[src/rtl/mem_copy_dma.sv]
// Word-by-word memory copy engine: reads src+idx, writes dst+idx, two cycles per word,
// with a running mod-2^DW checksum of the written words and word-boundary abort.
module mem_copy_dma #(
  parameter int DW = 16,
  parameter int AW = 8
) (
  input  logic          clka,
  input  logic          rst_n,
  input  logic          start,
  input  logic [AW-1:0] src_addr,
  input  logic [AW-1:0] dst_addr,
  input  logic [AW:0]   len,
  input  logic          abort,
  output logic          busy,
  output logic          done,
  output logic [DW-1:0] checksum,
  output logic          mem_wea,
  output logic [AW-1:0] mem_addra,
  output logic [DW-1:0] mem_dina,
  input  logic [DW-1:0] mem_douta
);

  typedef enum logic [1:0] {
    ST_IDLE  = 2'd0,
    ST_READ  = 2'd1,
    ST_WRITE = 2'd2,
    ST_DONE  = 2'd3
  } state_t;

  state_t        state_r;
  logic [AW-1:0] src_r;
  logic [AW-1:0] dst_r;
  logic [AW:0]   len_r;
  logic [AW:0]   idx_r;
  logic [DW-1:0] data_r;
  logic [DW-1:0] sum_r;
  logic          abort_pend_r;
  logic          last_s;
  logic [AW-1:0] addr_s;

  assign last_s = ((idx_r + {{AW{1'b0}}, 1'b1}) == len_r);

  // Transfer sequencer: one READ/WRITE pair per word, abort honoured only after a WRITE
  always_ff @(posedge clka or negedge rst_n) begin
    if (!rst_n) begin
      state_r      <= ST_IDLE;
      src_r        <= {AW{1'b0}};
      dst_r        <= {AW{1'b0}};
      len_r        <= {(AW+1){1'b0}};
      idx_r        <= {(AW+1){1'b0}};
      data_r       <= {DW{1'b0}};
      sum_r        <= {DW{1'b0}};
      abort_pend_r <= 1'b0;
    end else begin
      case (state_r)
        ST_IDLE: begin
          if (start) begin
            src_r        <= src_addr;
            dst_r        <= dst_addr;
            len_r        <= len;
            idx_r        <= {(AW+1){1'b0}};
            sum_r        <= {DW{1'b0}};
            abort_pend_r <= 1'b0;
            if (len != {(AW+1){1'b0}}) begin
              state_r <= ST_READ;
            end else begin
              state_r <= ST_DONE;
            end
          end
        end
        ST_READ: begin
          data_r  <= mem_douta;
          state_r <= ST_WRITE;
          // An abort seen mid-word is remembered so the paired write still happens
          if (abort) begin
            abort_pend_r <= 1'b1;
          end
        end
        ST_WRITE: begin
          sum_r <= sum_r + data_r;
          idx_r <= idx_r + {{AW{1'b0}}, 1'b1};
          if (last_s || abort || abort_pend_r) begin
            state_r <= ST_DONE;
          end else begin
            state_r <= ST_READ;
          end
        end
        ST_DONE: begin
          state_r <= ST_IDLE;
        end
        default: begin
          state_r <= ST_IDLE;
        end
      endcase
    end
  end

  // Memory address: source or destination window offset by idx, parked at zero otherwise
  always_comb begin
    addr_s = {AW{1'b0}};
    case (state_r)
      ST_READ:  addr_s = src_r + idx_r[AW-1:0];
      ST_WRITE: addr_s = dst_r + idx_r[AW-1:0];
      default:  addr_s = {AW{1'b0}};
    endcase
  end

  assign mem_addra = addr_s;
  assign mem_wea   = (state_r == ST_WRITE);
  assign mem_dina  = data_r;
  assign busy      = (state_r == ST_READ) || (state_r == ST_WRITE);
  assign done      = (state_r == ST_DONE);
  assign checksum  = sum_r;

endmodule

[config.mk]
export PLATFORM = sky130hd
export DESIGN_NAME = mem_copy_dma
export DESIGN_NICKNAME = d
export VERILOG_FILES = /design/src/rtl/mem_copy_dma.sv
export SDC_FILE = /design/constraint.sdc
export NUM_CORES = 1
export LEC_CHECK = 0
export ABC_AREA = 1
export CORE_ASPECT_RATIO = 1.2
export CORE_MARGIN = 8
export CORE_UTILIZATION = 47
export DETAILED_ROUTE_END_ITERATION = 16
export PLACE_DENSITY = 0.77
export SLEW_MARGIN = 0
export SYNTH_ARGS = -nofsm -noshare
export SYNTH_HDL_FRONTEND = slang
export SYNTH_SLANG_ARGS = --single-unit
[constraint.sdc]
create_clock -name clka -period 3 [get_ports clka]
set_clock_uncertainty 0.2 [all_clocks]
set_input_delay 0.45 -clock clka [delete_from_list [all_inputs] [get_ports clka]]
set_output_delay 0.45 -clock clka [all_outputs]
set_load 0.005 [all_outputs]
==> results of run 1 <==
==> worst max path at each step <==
stage	depth (start not counted)	startpoint	end
global route	15	state_r[0]	mem_addra[5]
CTS	14	state_r[1]	mem_addra[6]
global placement	14	state_r[0]	mem_addra[6]
finish	16	state_r[0]	mem_addra[5]
floorplan	15	state_r[0]	mem_addra[6]
detailed placement	16	state_r[0]	mem_addra[5]
==> cells in the final DEF (no fill, tap or decap), types with 4 or more instances in the layout <==
cell | synthesis | layout
nand2_1 | 188 | 180
clkdlybuf4s50_1 | 0 | 79
dfrtp_1 | 69 | 69
inv_1 | 45 | 42
nor2_1 | 29 | 28
buf_4 | 2 | 28
nand3_1 | 24 | 24
o21ai_0 | 24 | 23
ha_1 | 27 | 20
a21oi_1 | 21 | 18
mux2_2 | 16 | 16
nand2_2 | 4 | 11
o21ai_1 | 10 | 10
clkbuf_8 | 0 | 10
nand3b_1 | 8 | 8
inv_2 | 5 | 7
o22ai_1 | 6 | 6
ha_4 | 0 | 6
buf_2 | 4 | 6
a21oi_2 | 2 | 5
xor2_1 | 4 | 4
a21o_1 | 4 | 4
nor2_2 | 3 | 4
nand4_1 | 4 | 4
nor3_1 | 4 | 4
==> where the power goes <==
group	switching, mW	total, mW	internal (mW)
registers	0.290	1.59	1.30
logic	1.64	3.13	1.49
clock network	0.383	0.873	0.489
total	2.32	5.59	3.27
==> metrics by stage <==
| stage | hold WS [ps] | worst slack (ps) | util (%) | total power [mW] | cell area [µm²] |
|---|---|---|---|---|---|
| 2_1_floorplan | -45.6 | 12.0 | - | 3.30 | 4170 |
| 3_3_place_gp | 270 | -275 | 61.7 | 4.45 | 5310 |
| 3_5_place_dp | 275 | -351 | 61.7 | 4.56 | 5310 |
| 4_1_cts | 295 | -125 | 65.7 | 5.53 | 5660 |
| 5_1_grt | 325 | -305 | 66.3 | 6.04 | 5710 |
| 6_report | 296 | -156 | 66.3 | 5.59 | 5710 |
==> cell type report <==
type / instances / area share, %
clock buffers: 10 / 2.41
clock inverters: 6 / 1.51
inverters: 50 / 3.33
multi-input cells: 398 / 40.9
flip-flops and latches: 69 / 30.2
well taps: 117 / 2.56
repair buffers: 118 / 19.1
==> critical path, cell delays in order, from the launching register on <==
cell and delay [ps]:
dfrtp_1 390, inv_2 80, ha_4 180, inv_4 50, buf_6 120, nand2_4 50
nand2_2 70, ha_4 220, a21o_1 170, a31oi_2 190, nor2_2 70, o21ai_2 140
nand2_1 90, nand2_1 70, nand2_1 50, nor2_1 100, buf_2 120
==> what timing repair did <==
| action | in CTS | in global routing |
|---|---|---|
| gates resized for setup | 45 | 9 |
| buffers inserted | 3 | 3 |
| hold endpoints to repair | 69 | 0 |
| hold buffers | 1 | 0 |
| pin swaps | 13 | 7 |
| setup endpoints to repair | 7 | 6 |
==> sequential cells by signal, indices dropped and copies added, names as in the netlist <==
name and flops:
checksum 16, idx_r 9, state_r 2, abort_pend_r 1, dst_r 8, src_r 8, len_r 9, mem_dina 16
==> cell families after synthesis <==
| family | after synthesis | synth area share (%) |
|---|---|---|
| AO/OA/AOI/OAI | 79 | 10.9 |
| XOR/XNOR | 6 | 1.26 |
| adder cells (fa/ha/maj) | 29 | 9.08 |
| buffers and inverters | 61 | 5.98 |
| flip-flops | 69 | 41.5 |
| multiplexers | 16 | 4.33 |
| AND/OR/NAND/NOR | 268 | 27.0 |
==> per-layer routing <==
metal,vias up,GRT usage (%),share of wire [%]
met5,-,0,0
met3,27,5.07,5.5
met2,113,35.1,52
met1,1936,20.9,39
met4,0,10.9,2.8
li1,1968,-,-
==> flow_metrics.tcl, run 1 <==
set metrics [dict create \
    dieHeight_um 119 \
    ys_ff_latch 69 \
    rr_endpoint "checksum[5]" \
    drive_above_1_share_pct 17.4 \
    grt_pass1_vias 4346 \
    n_antenna_cell 0 \
    setup_viol 6 \
    async_flop_share_pct 100 \
    yosysWarnings 0 \
    area_growth_pct 37.2 \
    nNetsFinal 720 \
    track_usage_pct 19.9 \
    coreArea_um2 8610 \
    postSynthAreaPerCell_um2 7.88 \
    critPathLaunchType "register" \
    min_period_over_period_pct 105 \
    clk_pin_slew_ps 80 \
    yosysTopAreaCell "dfrtp_1" \
    power_density_nw_per_um2 979 \
    worstHoldPathCells 2 \
    syn_inst 528 \
    rrSetupSlack_ps 690 \
    drt_iter0_drc 117 \
    synth_cell_types 38 \
    grt.overflow.total 0 \
    layout_min_cycle_time_ps 3160 \
    yosys-top-cells-area "dfrtp_1 (41%), nand2_1 (17%), ha_1 (8.1%)" \
    cts_root_buffer "clkbuf_8" \
    wl_per_cell_um 15.2 \
    ios 88 \
    grt_max_degree 70 \
    setup_tns_ps -563 \
    synth_nets 602 \
    crit_fanout 6 \
    die_w_um 102 \
    wirelength_um 11700 \
    multiInputGateArea_um2 2330 \
    grt_pass1_wl_um 19500 \
    reg2reg_from "state_r[0]" \
    failed_checks "setup timing" \
    crit_type "register to output pin" \
    final_cell_count_no_fill 768 \
    hold_violations 0 \
    cts_tree "built" \
    yosysMostFrequentCell "nand2_1" \
    ys_seq_area_share_pct 41.5 \
    netlist_area_um2 4160 \
    timing.fmax_mhz 317 \
    endpoint_kind "output pin" \
    die_area_um2 12100 \
    numPortBuffers 87 \
    h-tree-depth 3 \
    drc_errors 0 \
    ant_nets 0 \
    ys.flop_type "dfrtp_1" \
    vias_per_cell 5.27 \
    final-seq-area_um2 1730 \
    yosysTopAreaCellShare_pct 41.5 \
    rsz0062_at_grt "true" \
    slew_violations 0 \
    cp.required_ps 2350 \
    dp_cells 745 \
    fp-row-count 37 \
    synth_edf_count 0 \
    clock_sinks 69 \
    fill_cells 730 \
    initial_utilization_pct 48.3 \
    hold_class "register to register" \
    insertion_delay_ps 360 \
    drv_cap 0 \
    clk_path_buf_depth 2 \
    first_pass_iters 4 \
    leakagePower_nw 2.80 \
    fin_ws_ps -156 \
    worst_pin_slew_ps 469 \
    worstHoldStart "dst_r[5]" \
    cts_buffers 9 \
    slew_headroom_pct 68.7 \
    cp.arrival_ps 2510 \
    gp_congestion 0.932 \
    synth_common_cells "nand2_1 (188), dfrtp_1 (69), inv_1 (45)" \
    status "finished with violations" \
    r2r_cells 12 \
    antenna_found_initial 0 \
    hold_end "dst_r[5]" \
    vias 4044 \
    peakVddDrop_mv 0.564 \
    hpwl_um 8490 \
]
Note: power is estimated with default switching activity, not from simulation.
==> run 2, diff against run 1 <==
--- a/config.mk
+++ b/config.mk
@@ -11,6 +11,7 @@
 export CORE_UTILIZATION = 47
 export DETAILED_ROUTE_END_ITERATION = 16
 export PLACE_DENSITY = 0.77
+export REMOVE_ABC_BUFFERS = 1
 export SLEW_MARGIN = 0
 export SYNTH_ARGS = -nofsm -noshare
 export SYNTH_HDL_FRONTEND = slang
==> flow_metrics.tcl, run 2 (synthesis gave the netlist of run 1 again) <==
set metrics [dict create \
    wl_per_cell_um 15.0 \
    clk_path_buf_depth 2 \
    rsz0062_at_grt "true" \
    worst_pin_slew_ps 779 \
    fill_cells 722 \
    die_area_um2 12100 \
    setup_tns_ps -832 \
    timing.critical_path.from "state_r[0]" \
    final_core_util_pct 65.6 \
    h-tree-depth 3 \
    antenna_found_initial 0 \
    grt.overflow.total 0 \
    die_w_um 102 \
    crit_type "register to output pin" \
    critPathLaunchType "register" \
    n_antenna_cell 0 \
    endpoint_kind "output pin" \
    clock_sinks 69 \
    track_usage_pct 19.4 \
    met2_length_um 5650 \
    peakVddDrop_mv 0.482 \
    hold_violations 0 \
    grt_max_degree 70 \
    first_pass_iters 4 \
    coreArea_um2 8610 \
    final_cell_mix "nand2_1 (180), clkdlybuf4s50_1 (79), dfrtp_1 (69)" \
    hold_ws_ps 290 \
    layout_min_cycle_time_ps 3260 \
    failed_checks "setup timing" \
    power_density_nw_per_um2 963 \
    drc_errors 0 \
    top_layer_used "met4" \
    setup_viol 5 \
    timing.fmax_mhz 307 \
    hold_class "register to register" \
    drv_cap 0 \
    drt_iter0_drc 152 \
    area_growth_pct 35.7 \
    fp-row-count 37 \
    clk_pin_slew_ps 70 \
    final_common_cell "nand2_1" \
    cts_buffers 9 \
    hpwl_um 8380 \
    cts_root_buffer "clkbuf_8" \
    cts_tree "built" \
    numPortBuffers 87 \
    fin_ws_ps -262 \
    vias 3992 \
    status "finished with violations" \
    wirelength_um 11500 \
    power.total_mw 5.44 \
    wl_met3_um 642 \
    min_period_over_period_pct 109 \
    leakagePower_nw 2.78 \
    ios 88 \
    gp_congestion 0.867 \
    slew_violations 0 \
    insertion_delay_ps 350 \
    dieHeight_um 119 \
    cp.required_ps 2350 \
    reg2reg_from "state_r[0]" \
    vias_per_cell 5.20 \
    ant_nets 0 \
    grt_pass1_vias 3939 \
    cp.arrival_ps 2610 \
    grt_pass1_wl_um 18800 \
    nNetsFinal 720 \
    drive_above_1_share_pct 17.1 \
    worstHoldStart "dst_r[2]" \
    slew_headroom_pct 47.9 \
    initial_utilization_pct 48.3 \
    m1WireLength_um 4910 \
    crit_fanout 5 \
]
==> run 2: area by class of cell <==
class                           count  area, µm²  area share [%]
Clock buffer                       12        165            2.92
Tap cell                          117        146            2.59
Sequential cell                    69       1730            30.6
Clock inverter                      3       20.0           0.354
Inverter                           50        188            3.32
Timing Repair Buffer              118       1090            19.3
Multi-Input combinational cell    398       2310            41.0
==> run 2: final timing paths <==
kind	end	slack [ps]	cells after the start
max in group asynchronous	mem_dina[2]	1850	3
min reg2reg	dst_r[2]	290	2
max reg2reg	checksum[14]	700	10
max	mem_addra[6]	-260	16
min in group asynchronous	src_r[4]	440	3
min	dst_r[2]	290	2
==> run 2: per-layer routing <==
metal	vias up	track usage, %
li1	1968	-
met4	0	8.19
met3	22	3.85
met5	-	0
met2	113	32.4
met1	1889	23.4
==> run 2: metrics by stage <==
| step | area (µm²) | setup slack [ps] | instances |
|---|---|---|---|
| global route | 5650 | -433 | 767 |
| CTS | 5580 | -275 | 764 |
| detailed placement | 5300 | -459 | 744 |
| finish | 5650 | -262 | 767 |
| global placement | 5300 | -350 | 744 |
| floorplan | 4100 | 17.6 | 517 |
==> run 2: critical path, cell delays in order, from the launching register on <==
cell	delay, ps
dfrtp_1	370
inv_2	60
ha_4	180
inv_2	70
nand2_1	70
nand2_2	100
ha_4	150
inv_2	40
fa_2	370
o31ai_4	190
buf_4	140
nand2_2	40
nand2_2	50
a21oi_2	50
xor2_1	140
nor2_1	100
buf_2	120
==> run 2: power breakdown <==
| part | switching (mW) | total [mW] | internal, mW |
|---|---|---|---|
| registers | 0.288 | 1.59 | 1.30 |
| logic | 1.65 | 3.14 | 1.49 |
| clock network | 0.352 | 0.713 | 0.362 |
| total | 2.29 | 5.44 | 3.15 |
==> run 2: what timing repair did <==
action | CTS | global route
hold buffers | 1 | 0
pin swaps | 4 | 10
gates resized for setup | 34 | 21
setup endpoints to repair | 7 | 6
endpoints found under the hold margin | 69 | 0
setup buffers | 4 | 4
cloned | 0 | 0
==> run 3, diff against run 2 <==
--- a/config.mk
+++ b/config.mk
@@ -6,9 +6,11 @@
 export NUM_CORES = 1
 export LEC_CHECK = 0
 export ABC_AREA = 1
+export CAP_MARGIN = 20
 export CORE_ASPECT_RATIO = 1.2
 export CORE_MARGIN = 8
 export CORE_UTILIZATION = 47
+export CTS_CLUSTER_SIZE = 16
 export DETAILED_ROUTE_END_ITERATION = 16
 export PLACE_DENSITY = 0.77
 export REMOVE_ABC_BUFFERS = 1
==> results of run 3 <==
No change in the layout: final DEF, timing and power equal those of run 2.
